==> config.mk <==
export PLATFORM = sky130hd
export DESIGN_NAME = breakout_game_ctrl_flat
export DESIGN_NICKNAME = d
export VERILOG_FILES = /design/src/rtl/breakout_game_ctrl_if.sv /design/src/rtl/breakout_game_ctrl.sv /design/src/flat_wrapper.sv
export SDC_FILE = /design/constraint.sdc
export NUM_CORES = 1
export LEC_CHECK = 0
export ABC_AREA = 1
export ABC_CLOCK_PERIOD_IN_PS = 3430
export BUFFER_PORTS_ARGS = -buffer_cell sky130_fd_sc_hd__buf_2
export CAP_MARGIN = 30
export CORE_MARGIN = 4
export CORE_UTILIZATION = 34
export CTS_CLUSTER_DIAMETER = 80
export DETAILED_ROUTE_END_ITERATION = 6
export HOLD_SLACK_MARGIN = 0.15
export PLACE_DENSITY_LB_ADDON = 0.25
export SYNTH_ARGS = -nofsm -noshare
export SYNTH_HDL_FRONTEND = slang
export SYNTH_SLANG_ARGS = --single-unit
==> constraint.sdc <==
create_clock -name CLK_25MH -period 3.43 [get_ports CLK_25MH]
set_clock_uncertainty 0.1 [all_clocks]
set_input_delay 0.1715 -clock CLK_25MH [delete_from_list [all_inputs] [get_ports CLK_25MH]]
set_output_delay 0.1715 -clock CLK_25MH [all_outputs]
set_load 0.005 [all_outputs]
==> src/rtl/breakout_game_ctrl_if.sv <==
// breakout_game_ctrl_if
// Bundles the signals exchanged between the breakout game engine and the VGA
// renderer.
//   hor_count, ver_count   : renderer scan counters (renderer -> engine)
//   paddle_pos             : paddle left edge         (engine -> renderer)
//   ball_x, ball_y         : ball top-left corner     (engine -> renderer)
//   lives, game_state      : game status              (engine -> renderer)
//   frame_tick             : one-cycle frame update pulse (engine -> renderer)
// Modport master is the game engine view, slave is the renderer view.
interface breakout_game_ctrl_if;
  logic [9:0] hor_count;
  logic [9:0] ver_count;
  logic [9:0] paddle_pos;
  logic [9:0] ball_x;
  logic [9:0] ball_y;
  logic [1:0] lives;
  logic [1:0] game_state;
  logic       frame_tick;

  modport master (
    input  hor_count, ver_count,
    output paddle_pos, ball_x, ball_y, lives, game_state, frame_tick
  );

  modport slave (
    output hor_count, ver_count,
    input  paddle_pos, ball_x, ball_y, lives, game_state, frame_tick
  );
endinterface

==> src/rtl/breakout_game_ctrl.sv <==
// breakout_game_ctrl
// Game-state engine for a breakout game, sitting directly upstream of the VGA
// renderer. Once per video frame (detected from the renderer's scan counters
// inside vertical blanking) it moves the paddle from the buttons, steps the
// ball, resolves wall and paddle bounces and runs the serve/play/miss/over
// state machine with a life counter.
// Ports:
//   CLK_25MH   : pixel clock shared with the renderer
//   reset      : asynchronous active-low reset
//   btn_left   : move paddle left (asynchronous, synchronized here)
//   btn_right  : move paddle right (asynchronous, synchronized here)
//   btn_launch : serve the ball (asynchronous, synchronized here)
//   vid        : renderer interface (scan counters in, positions/status out)
module breakout_game_ctrl #(
  parameter int SCREEN_W    = 640,
  parameter int SCREEN_H    = 480,
  parameter int BALL_SIZE   = 7,
  parameter int PADDLE_W    = 100,
  parameter int PADDLE_Y    = 440,
  parameter int PADDLE_STEP = 4,
  parameter int BALL_SPEED  = 2,
  parameter int LIVES_INIT  = 3,
  parameter int MISS_FRAMES = 60
) (
  input  logic                 CLK_25MH,
  input  logic                 reset,
  input  logic                 btn_left,
  input  logic                 btn_right,
  input  logic                 btn_launch,
  breakout_game_ctrl_if.master vid
);

  typedef enum logic [1:0] {
    SERVE = 2'd0,
    PLAY  = 2'd1,
    MISS  = 2'd2,
    OVER  = 2'd3
  } state_t;

  localparam logic [9:0] PADDLE_MAX  = 10'(SCREEN_W - PADDLE_W);
  localparam logic [9:0] PADDLE_INIT = 10'((SCREEN_W - PADDLE_W) / 2);
  // Horizontal offset that centres the ball on the paddle.
  localparam logic [9:0] SERVE_OFS   = 10'((PADDLE_W - BALL_SIZE - 1) / 2);
  // Ball row resting on top of the paddle.
  localparam logic [9:0] SERVE_Y     = 10'(PADDLE_Y - BALL_SIZE - 1);
  localparam logic [9:0] BALL_X_MAX  = 10'(SCREEN_W - 1 - BALL_SIZE);
  localparam logic [9:0] BALL_Y_MAX  = 10'(SCREEN_H - 1 - BALL_SIZE);
  localparam logic [9:0] TICK_ROW    = 10'(SCREEN_H);
  localparam logic [9:0] STEP        = 10'(PADDLE_STEP);
  localparam logic [9:0] SPEED       = 10'(BALL_SPEED);
  localparam logic [9:0] BSIZE       = 10'(BALL_SIZE);
  localparam logic [9:0] PADDLE_TOP  = 10'(PADDLE_Y);
  localparam logic [9:0] PADDLE_SPAN = 10'(PADDLE_W - 1);
  localparam logic [1:0] LIVES_START = 2'(LIVES_INIT);
  localparam int         CNT_W       = (MISS_FRAMES > 1) ? $clog2(MISS_FRAMES) : 1;
  localparam logic [CNT_W-1:0] MISS_LAST = CNT_W'(MISS_FRAMES - 1);
  localparam logic [CNT_W-1:0] CNT_ONE   = CNT_W'(1);

  state_t           state_q, state_d;
  logic [9:0]       paddle_q, paddle_d;
  logic [9:0]       ball_x_q, ball_x_d;
  logic [9:0]       ball_y_q, ball_y_d;
  logic [1:0]       lives_q, lives_d;
  logic             dir_right_q, dir_right_d;
  logic             dir_up_q, dir_up_d;
  logic [CNT_W-1:0] miss_cnt_q, miss_cnt_d;
  logic             frame_tick_q;

  logic [1:0] sync_left, sync_right, sync_launch;
  logic       left_req, right_req, launch_req;
  logic       tick;

  // Sums are formed one bit wider than the positions so they can never wrap
  // before being compared against the limits.
  logic [10:0] paddle_inc, paddle_last;
  logic [10:0] ball_x_inc, ball_right;
  logic [10:0] ball_y_inc, ball_bottom, next_bottom;
  logic        paddle_hit;

  // The renderer's counters hit this point exactly once per frame, inside
  // vertical blanking, so updates never disturb the visible area.
  assign tick = (vid.hor_count == 10'd0) && (vid.ver_count == TICK_ROW);

  assign left_req   = sync_left[1];
  assign right_req  = sync_right[1];
  assign launch_req = sync_launch[1];

  assign paddle_inc  = {1'b0, paddle_q} + {1'b0, STEP};
  assign paddle_last = {1'b0, paddle_q} + {1'b0, PADDLE_SPAN};
  assign ball_x_inc  = {1'b0, ball_x_q} + {1'b0, SPEED};
  assign ball_right  = {1'b0, ball_x_q} + {1'b0, BSIZE};
  assign ball_y_inc  = {1'b0, ball_y_q} + {1'b0, SPEED};
  assign ball_bottom = {1'b0, ball_y_q} + {1'b0, BSIZE};
  assign next_bottom = ball_y_inc + {1'b0, BSIZE};

  // A hit needs the ball bottom to cross the paddle's top row on this step
  // while overlapping the paddle horizontally, judged on pre-tick positions.
  assign paddle_hit = (ball_bottom < {1'b0, PADDLE_TOP}) &&
                      (next_bottom >= {1'b0, PADDLE_TOP}) &&
                      (ball_right >= {1'b0, paddle_q}) &&
                      ({1'b0, ball_x_q} <= paddle_last);

  // Two-flop synchronizers for the asynchronous buttons.
  always_ff @(posedge CLK_25MH or negedge reset) begin
    if (!reset) begin
      sync_left   <= 2'b00;
      sync_right  <= 2'b00;
      sync_launch <= 2'b00;
    end else begin
      sync_left   <= {sync_left[0], btn_left};
      sync_right  <= {sync_right[0], btn_right};
      sync_launch <= {sync_launch[0], btn_launch};
    end
  end

  // Game state register; the next-state logic only changes values on a tick.
  always_ff @(posedge CLK_25MH or negedge reset) begin
    if (!reset) begin
      state_q      <= SERVE;
      paddle_q     <= PADDLE_INIT;
      ball_x_q     <= PADDLE_INIT + SERVE_OFS;
      ball_y_q     <= SERVE_Y;
      lives_q      <= LIVES_START;
      dir_right_q  <= 1'b1;
      dir_up_q     <= 1'b1;
      miss_cnt_q   <= '0;
      frame_tick_q <= 1'b0;
    end else begin
      state_q      <= state_d;
      paddle_q     <= paddle_d;
      ball_x_q     <= ball_x_d;
      ball_y_q     <= ball_y_d;
      lives_q      <= lives_d;
      dir_right_q  <= dir_right_d;
      dir_up_q     <= dir_up_d;
      miss_cnt_q   <= miss_cnt_d;
      frame_tick_q <= tick;
    end
  end

  // Per-frame update: paddle first, then the state-dependent ball handling,
  // which may use the freshly moved paddle when the ball sits on it.
  always_comb begin
    state_d     = state_q;
    paddle_d    = paddle_q;
    ball_x_d    = ball_x_q;
    ball_y_d    = ball_y_q;
    lives_d     = lives_q;
    dir_right_d = dir_right_q;
    dir_up_d    = dir_up_q;
    miss_cnt_d  = miss_cnt_q;

    if (tick && (state_q != OVER)) begin
      if (left_req && !right_req) begin
        paddle_d = (paddle_q < STEP) ? 10'd0 : paddle_q - STEP;
      end else if (right_req && !left_req) begin
        paddle_d = (paddle_inc > {1'b0, PADDLE_MAX}) ? PADDLE_MAX : paddle_inc[9:0];
      end

      case (state_q)
        SERVE: begin
          ball_x_d = paddle_d + SERVE_OFS;
          ball_y_d = SERVE_Y;
          if (launch_req) begin
            state_d     = PLAY;
            dir_right_d = 1'b1;
            dir_up_d    = 1'b1;
          end
        end

        PLAY: begin
          // Horizontal and vertical motion resolve independently, so a
          // corner hit flips both directions on the same frame.
          if (dir_right_q) begin
            if (ball_x_inc > {1'b0, BALL_X_MAX}) begin
              ball_x_d    = BALL_X_MAX;
              dir_right_d = 1'b0;
            end else begin
              ball_x_d = ball_x_inc[9:0];
            end
          end else begin
            if (ball_x_q < SPEED) begin
              ball_x_d    = 10'd0;
              dir_right_d = 1'b1;
            end else begin
              ball_x_d = ball_x_q - SPEED;
            end
          end

          if (dir_up_q) begin
            if (ball_y_q < SPEED) begin
              ball_y_d = 10'd0;
              dir_up_d = 1'b0;
            end else begin
              ball_y_d = ball_y_q - SPEED;
            end
          end else if (paddle_hit) begin
            ball_y_d = SERVE_Y;
            dir_up_d = 1'b1;
          end else if (ball_y_inc > {1'b0, BALL_Y_MAX}) begin
            ball_y_d = BALL_Y_MAX;
            if (lives_q <= 2'd1) begin
              lives_d = 2'd0;
              state_d = OVER;
            end else begin
              lives_d = lives_q - 2'd1;
              state_d = MISS;
            end
          end else begin
            ball_y_d = ball_y_inc[9:0];
          end
        end

        MISS: begin
          if (miss_cnt_q == MISS_LAST) begin
            miss_cnt_d = '0;
            state_d    = SERVE;
            ball_x_d   = paddle_d + SERVE_OFS;
            ball_y_d   = SERVE_Y;
          end else begin
            miss_cnt_d = miss_cnt_q + CNT_ONE;
          end
        end

        default: begin
        end
      endcase
    end
  end

  assign vid.paddle_pos = paddle_q;
  assign vid.ball_x     = ball_x_q;
  assign vid.ball_y     = ball_y_q;
  assign vid.lives      = lives_q;
  assign vid.game_state = state_q;
  assign vid.frame_tick = frame_tick_q;

endmodule

==> src/flat_wrapper.sv <==
// flat-port wrapper written by rule: the top's interface ports become plain ports
module breakout_game_ctrl_flat 
#(
  parameter int SCREEN_W    = 640,
  parameter int SCREEN_H    = 480,
  parameter int BALL_SIZE   = 7,
  parameter int PADDLE_W    = 100,
  parameter int PADDLE_Y    = 440,
  parameter int PADDLE_STEP = 4,
  parameter int BALL_SPEED  = 2,
  parameter int LIVES_INIT  = 3,
  parameter int MISS_FRAMES = 60
)
  (CLK_25MH, reset, btn_left, btn_right, btn_launch, vid_hor_count, vid_ver_count, vid_paddle_pos, vid_ball_x, vid_ball_y, vid_lives, vid_game_state, vid_frame_tick);
  breakout_game_ctrl_if vid_i ();
  input  logic CLK_25MH;
  input  logic reset;
  input  logic btn_left;
  input  logic btn_right;
  input  logic btn_launch;
  input wire logic [$bits(vid_i.hor_count)-1:0] vid_hor_count;
  input wire logic [$bits(vid_i.ver_count)-1:0] vid_ver_count;
  output wire logic [$bits(vid_i.paddle_pos)-1:0] vid_paddle_pos;
  output wire logic [$bits(vid_i.ball_x)-1:0] vid_ball_x;
  output wire logic [$bits(vid_i.ball_y)-1:0] vid_ball_y;
  output wire logic [$bits(vid_i.lives)-1:0] vid_lives;
  output wire logic [$bits(vid_i.game_state)-1:0] vid_game_state;
  output wire logic [$bits(vid_i.frame_tick)-1:0] vid_frame_tick;
  assign vid_i.hor_count = vid_hor_count;
  assign vid_i.ver_count = vid_ver_count;
  assign vid_paddle_pos = vid_i.paddle_pos;
  assign vid_ball_x = vid_i.ball_x;
  assign vid_ball_y = vid_i.ball_y;
  assign vid_lives = vid_i.lives;
  assign vid_game_state = vid_i.game_state;
  assign vid_frame_tick = vid_i.frame_tick;
  breakout_game_ctrl #(.SCREEN_W(SCREEN_W), .SCREEN_H(SCREEN_H), .BALL_SIZE(BALL_SIZE), .PADDLE_W(PADDLE_W), .PADDLE_Y(PADDLE_Y), .PADDLE_STEP(PADDLE_STEP), .BALL_SPEED(BALL_SPEED), .LIVES_INIT(LIVES_INIT), .MISS_FRAMES(MISS_FRAMES)) u_core (.CLK_25MH(CLK_25MH), .reset(reset), .btn_left(btn_left), .btn_right(btn_right), .btn_launch(btn_launch), .vid(vid_i));
endmodule
Yosys cells after proc, flatten, opt, wreduce, memory -nomap -nowiden
Cells that the tools add are included.
- memories kept: 0
- logic and storage cells: 100
- bits in registers: 49
- input bits: 25
- bits in read-only memories: 0
- bits in writable memories: 0
- latch bits: 0
- output and inout bits: 35
- shifts and indexed selects: 0
- $lt $le $gt $ge: 11
- multiply operators: 0
- multiplexer cells: 34
- divide/modulo/power cells: 0
- reduce and logical (&&, ||, !) cells: 18
- $add $sub $neg: 13
- equality and inequality tests: 10
- bitwise operators: 2
- operator list (operator ; count):
    $mux 10 ; 14
    $pmux 10 s3 ; 2
    $add 10x3->11 const B ; 3
    $add 10x2->11 const B ; 2
    $gt 11x10->1 const B ; 2
    $lt 10x2->1 const B ; 2
    $sub 10x2->10 const B ; 2
    $mux 2 ; 6
    $add 10x7->11 const B ; 1
    $add 11x3->11 const B ; 1
    $ge 11x10->1 ; 1
    $ge 11x9->1 const B ; 1
    $gt 11x9->1 const B ; 1
    $le 10x11->1 ; 1
    $lt 11x9->1 const B ; 1
    $add 10x6->10 const B ; 1
    $eq 10x9->1 const B ; 1
    $logic_not 10->1 ; 1
    $lt 10x3->1 const B ; 1
    $sub 10x3->10 const B ; 1
    $mux 1 ; 8
    $logic_and 1x1->1 ; 7
    $reduce_and 7->1 ; 1
    $add 6x1->6 const B ; 1
    other kinds (18) ; 26

Logic depth before layout (Yosys ltp)
- depth after elaboration: 9
- gate-level depth with buffers: 21
- mapped depth without buffers: 21

Worst setup path before layout
OpenSTA, ideal clock, no wires.
- path type: register to register
- start point: register u_core.paddle_q[2], in the netlist u_core.vid.paddle_pos[2]
- end point: register u_core.state_q[0], in the netlist u_core.vid.game_state[0]
- period minus slack after synthesis: 2733 ps
- arrival: 2516 ps
- library setup time: 117 ps
- path buffers: 0
- setup slack: 697 ps
- required time: 3213 ps
- stages on the path, launching flop included: 21
- path through: dfstp_2 > ha_1 > nand2_2 > inv_1 > a21oi_1 > xor2_1 > ha_1 > nand2_1 > nor2_1 > nand2_1 > o211a_1 > o21ai_0 > nand2_1 > nand2_1 > nand2_1 > nand2_1 > nor2_1 > nand2_4 > nand3_2 > o21ai_1 > inv_1
- word-level cells in the longest chain between the ends: 5
- elaborated cells on any way between the ends: 7
- those cells by class: add/sub (1); order compare (2); eq/ne (1); reduce/logical (3)
- ends and longest elaborated chain (element ; RTL line ; source):
    start, declared ; breakout_game_ctrl.sv:60 ; logic [9:0] paddle_q, paddle_d;
    start signal, assigned ; breakout_game_ctrl.sv:130 ; paddle_q <= paddle_d;
    $add 10x7->11 / $ge 11x10->1 (equally long branches) ; breakout_game_ctrl.sv:89, breakout_game_ctrl.sv:100 ;
    $le 10x11->1 / $logic_and 1x1->1 (equally long branches) ; breakout_game_ctrl.sv:101, breakout_game_ctrl.sv:99 ;
    $logic_and 1x1->1 (*) ; breakout_game_ctrl.sv:100 ; (ball_right >= {1'b0, paddle_q}) &&
    $ne 2x2->1 (no source line) (*) ; -- ;
    $reduce_and 7->1 (no source line) (*) ; -- ;
    end signal, assigned ; breakout_game_ctrl.sv:129 ; state_q <= state_d;
    end, declared ; breakout_game_ctrl.sv:59 ; state_t state_q, state_d;
Mark *: on every way between the ends. The rest lies on a longest branch, timed or not.
A chain may end at the register's enable or synchronous reset.

Worst setup path in the final report
- start point: register u_core.paddle_q[3], in the netlist u_core.vid.paddle_pos[3]
- end point: register u_core.ball_y_q[7], in the netlist u_core.vid.ball_y[7]
- word-level cells in the longest chain between the ends: 6
- elaborated cells on any way between the ends: 8
- those cells by class: add/sub (1); order compare (2); mux (3); reduce/logical (2)
- ends and longest elaborated chain (element ; RTL line ; source):
    $add 10x7->11 / $ge 11x10->1 (equally long branches) ; breakout_game_ctrl.sv:89, breakout_game_ctrl.sv:100 ;
    $le 10x11->1 / $logic_and 1x1->1 (equally long branches) ; breakout_game_ctrl.sv:101, breakout_game_ctrl.sv:99 ;
    $logic_and 1x1->1 (*) ; breakout_game_ctrl.sv:100 ;
    $mux 10 (*) ; breakout_game_ctrl.sv:197 ; end else if (paddle_hit) begin
    $mux 10 (*) ; breakout_game_ctrl.sv:190 ; if (dir_up_q) begin
    $pmux 10 s3 (*) ; breakout_game_ctrl.sv:160 ; case (state_q)
    end signal, assigned ; breakout_game_ctrl.sv:132 ; ball_y_q <= ball_y_d;
    end, declared ; breakout_game_ctrl.sv:62 ; logic [9:0] ball_y_q, ball_y_d;
Marked as above.

==> key figures <==
STA
  • Rel. slew slack: 0.430
  • Setup TNS: 0 ps
  • Worst Tran Pin Value: 855 ps
  • Slack of the critical path: 365 ps
  • Period Utilization, post-route: 0.894
  • Unrepaired setup endpoints after global routing: no
  • Fin Hold WS: 250 ps
  • Max Freq: 326 MHz
  • Pins over their slew limit: 0
  • Shortest period the worst path allows: 3070 ps
  • Finish-stage setup viols: 0
  • Hold Vio Cnt, Final: 0

Final layout
  • Ratio of cells with drive above 1 in the final layout: 0.197
  • Ant diodes: 0
  • Area of the multi-input gates: 3220 um2
  • Layout Nets: 835
  • Non-Filler Cell Area, Final: 5570 um2
  • # fillers: 1526
  • Area delta synth->final: 13.4%
  • FF+latch area: 1220 um2

Synthesis
  • XOR/XNOR Fraction of Synth Area: 0.0642
  • Library cells used by synthesis: 52
  • Gate Count Post-Synth: 720
  • Mapped cell area: 4910 um2
  • Post-Synth Simple-Gate Area: 0.348
  • Async S/R FF share, synth: 1.00
  • Adder-cell share of the synthesized area: 0.0867
  • Synth Warn #: 0
  • Top FF cell, synth: dfrtp_1
  • Post-synthesis sequential area ratio: 0.249
  • Mux cell area share after synthesis: 0
  • Post-synth EDFFs: 0
  • Register bit total from synthesis: 48
  • Largest family of logic cells by synthesized area: simple AND/OR/NAND/NOR gates
  • Complex-gate fraction of the synthesized area: 0.155
  • Syn avg cell area: 6.82 um2
  • Syn Nets: 779

Global route
  • Vias in the first global route: 4617
  • Initial antenna violation count: 0
  • First-pass GRT wire length: 23.3 mm
  • All-Layer GR Usage: 0.175
  • Largest net degree at the start of global routing: 36
  • Overflow after GRT: 0

Worst hold path
  • WHS Path Cells: 0
  • Hold Crit Class: flip-flop to flip-flop
  • Hold endpoint: u_core.sync_launch[1]
  • Startpoint of the worst hold path: u_core.sync_launch[0]

Route
  • DR vias/cell: 5.06
  • Iter 0 DRT Violations: 299
  • Number of remaining DRC errors: 0
  • Per-cell routed wire length: 14.5 um
  • Routed WL: 13.8 mm
  • Post-route ant nets: 0
  • Via count: 4840
  • 1st-pass router iterations: 5

Worst setup path
  • Critical path cell sequence: ha_1 -> nand2_2 -> inv_1 -> a21oi_1 -> nand2_1 -> nand2_1 -> nand2_1 -> nand2_1 -> ha_1 -> nand2_1 -> nor3_1 -> a21oi_1 -> nand2_1 -> nand2_1 -> nor2_2 -> nand3_1 -> a22oi_1
  • Most used cell along the critical path: nand2_1
  • Slowest cell delay on critical path: 650 ps
  • Worst R2R Setup Slack: 360 ps
  • Worst Setup Start Kind: flip-flop
  • FF-to-FF End: u_core.vid.ball_y[7]
  • Data required, critical path: 3540 ps
  • CP endpoint kind: flip-flop
  • RR Startpoint: u_core.vid.paddle_pos[3]
  • Slowest cell on the critical path: dfstp_2
  • Reg2reg path depth: 17
  • Crit Path Max Fanout: 10
  • Crit path kind: flip-flop to flip-flop
  • CP Data Arrival Time: 3180 ps

Power
  • Power Density: 213 nW/um2
  • IR drop worst, VDD: 0.189 mV
  • LEAKAGE: 2.80 nW

Flow run
  • MaxCap Viol Count: 0

Clock network
  • CTS tree: yes
  • Clock Latency Late Sink: 300 ps
  • Number of H-tree levels: 2
  • Total CTS buffers: 5
  • Setup Buffers After CTS: 0
  • Clock-pin slew on the worst setup and hold paths: 70 ps
  • CTS Root Cell: clkbuf_16
  • Longest Clk Path Bufs: 2
  • Clock sinks: 48

Placed design
  • GPL Wtd Cong: 0.860
  • Dpl ws: 300 ps
  • Hpwl dp: 11.0 mm
  • IO Port Bufs: 58
  • Area after DPL: 5370 um2

Die
  • Die W: 128 um
  • I/O pin count: 60
  • Core ar.: 14000 um2
  • FP Rows: 43
  • Chip height: 128 um
  • Die Area: 16400 um2
  • Initial core utilization: 0.351

Status
  • Status: finished clean
-- worst max-delay path: cells and delay by family (launching register included) --
| kind | cells | cell delay [ps] |
|---|---|---|
| flops | 1 | 650 |
| fa+ha+maj | 2 | 550 |
| compound gates | 3 | 390 |
| buf+inv | 1 | 100 |
| simple gates | 11 | 1200 |
-- final cells by class --
class | instances | area share
repair buffers | 69 | 0.0688
inverters | 98 | 0.0661
well taps | 180 | 0.0404
clock inverters | 2 | 0.00247
clock buffers | 6 | 0.0249
multi-input cells | 554 | 0.578
flip-flops and latches | 48 | 0.220
-- logic make-up (layout without fill, tap and decap cells) --
| group | Yosys count | after routing |
|---|---|---|
| simple gates | 357 | 357 |
| compound gates | 126 | 126 |
| buf+inv | 118 | 175 |
| flops | 48 | 48 |
| xor+xnor | 36 | 36 |
| fa+ha+maj | 34 | 34 |
| other cells | 1 | 1 |
-- layer usage --
layer,vias to the layer above,wire [um],global-route usage
met5,-,0,0
met4,0,128,0.0325
met3,9,1070,0.0342
met2,163,6010,0.274
met1,2185,6630,0.253
li1,2483,-,-
-- flip-flops by register name, indices dropped and copies added, names as in the netlist --
name	cells
u_core.sync_launch	2
u_core.vid.paddle_pos	10
u_core.vid.frame_tick	1
u_core.dir_up_q	1
u_core.sync_right	2
u_core.sync_left	2
u_core.miss_cnt_q	6
u_core.vid.lives	2
u_core.vid.game_state	2
u_core.vid.ball_y	9
u_core.vid.ball_x	10
u_core.dir_right_q	1
-- cell usage in the layout (no fill, tap or decap), drive strengths merged, types with 5 or more instances in the layout --
cell type / Yosys / routed
nand2: 177 / 177
inv: 96 / 97
nor2: 81 / 81
buf: 12 / 65
o21ai: 50 / 50
nand3: 48 / 48
a21oi: 42 / 42
ha: 34 / 34
xor2: 33 / 33
dfrtp: 31 / 31
nand4: 18 / 18
dfstp: 17 / 17
nor3: 14 / 14
nor4: 10 / 10
clkbuf: 8 / 6
a22oi: 5 / 5
-- through the flow --
| stage | instances | util | total power [mW] |
|---|---|---|---|
| 5_1_grt | 957 | 0.398 | 1.24 |
| 2_1_floorplan | 720 | - | 0.628 |
| 3_3_place_gp | 945 | 0.384 | 0.663 |
| 4_1_cts | 957 | 0.398 | 1.20 |
| 6_report | 957 | 0.398 | 1.19 |
| 3_5_place_dp | 945 | 0.384 | 0.663 |
-- power by group --
part           switching (mW)  internal [mW]  total (mW)
combinational          0.0535         0.0312      0.0847
sequential            0.00132          0.570       0.572
clock                   0.239          0.293       0.532
total                   0.294          0.894        1.19
-- synthesized netlist by cell type, types with 6 or more instances --
master    instances  area [um2]
ha_1             34         425
dfstp_2          17         447
nand3_1          38         190
inv_2            11        41.3
nand2_1         155         582
dfrtp_1          31         776
clkbuf_1          7        26.3
nor3_1           12        60.1
a21oi_1          39         195
nor4_1           10        62.6
nand3_2           8        80.1
nor2_1           74         278
inv_1            85         319
nand2_2          16         100
nand4_1          18         113
o21ai_0          44         220
nand2_4           6        67.6
xor2_1           33         289
buf_2             7        35.0
-- what timing repair did --
action                                  CTS  global route
endpoints found under the hold margin    27             0
hold buffers                              4             0
endpoints found under the setup margin    0             3
gates resized for setup                   0             1
-- worst max path at each step --
stage | endpoint | slack, ps | cells past startpoint | start
CTS | u_core.vid.ball_y[7] | 280 | 17 | u_core.vid.paddle_pos[3]
global placement | u_core.vid.ball_y[4] | 370 | 15 | u_core.vid.ball_x[2]
floorplan | u_core.vid.game_state[0] | 700 | 20 | u_core.vid.paddle_pos[2]
detailed placement | u_core.vid.ball_y[7] | 300 | 15 | u_core.vid.ball_x[2]
finish | u_core.vid.ball_y[7] | 360 | 17 | u_core.vid.paddle_pos[3]
global route | u_core.vid.ball_y[7] | 30 | 17 | u_core.vid.paddle_pos[3]
(Power assumes the default switching activity.)
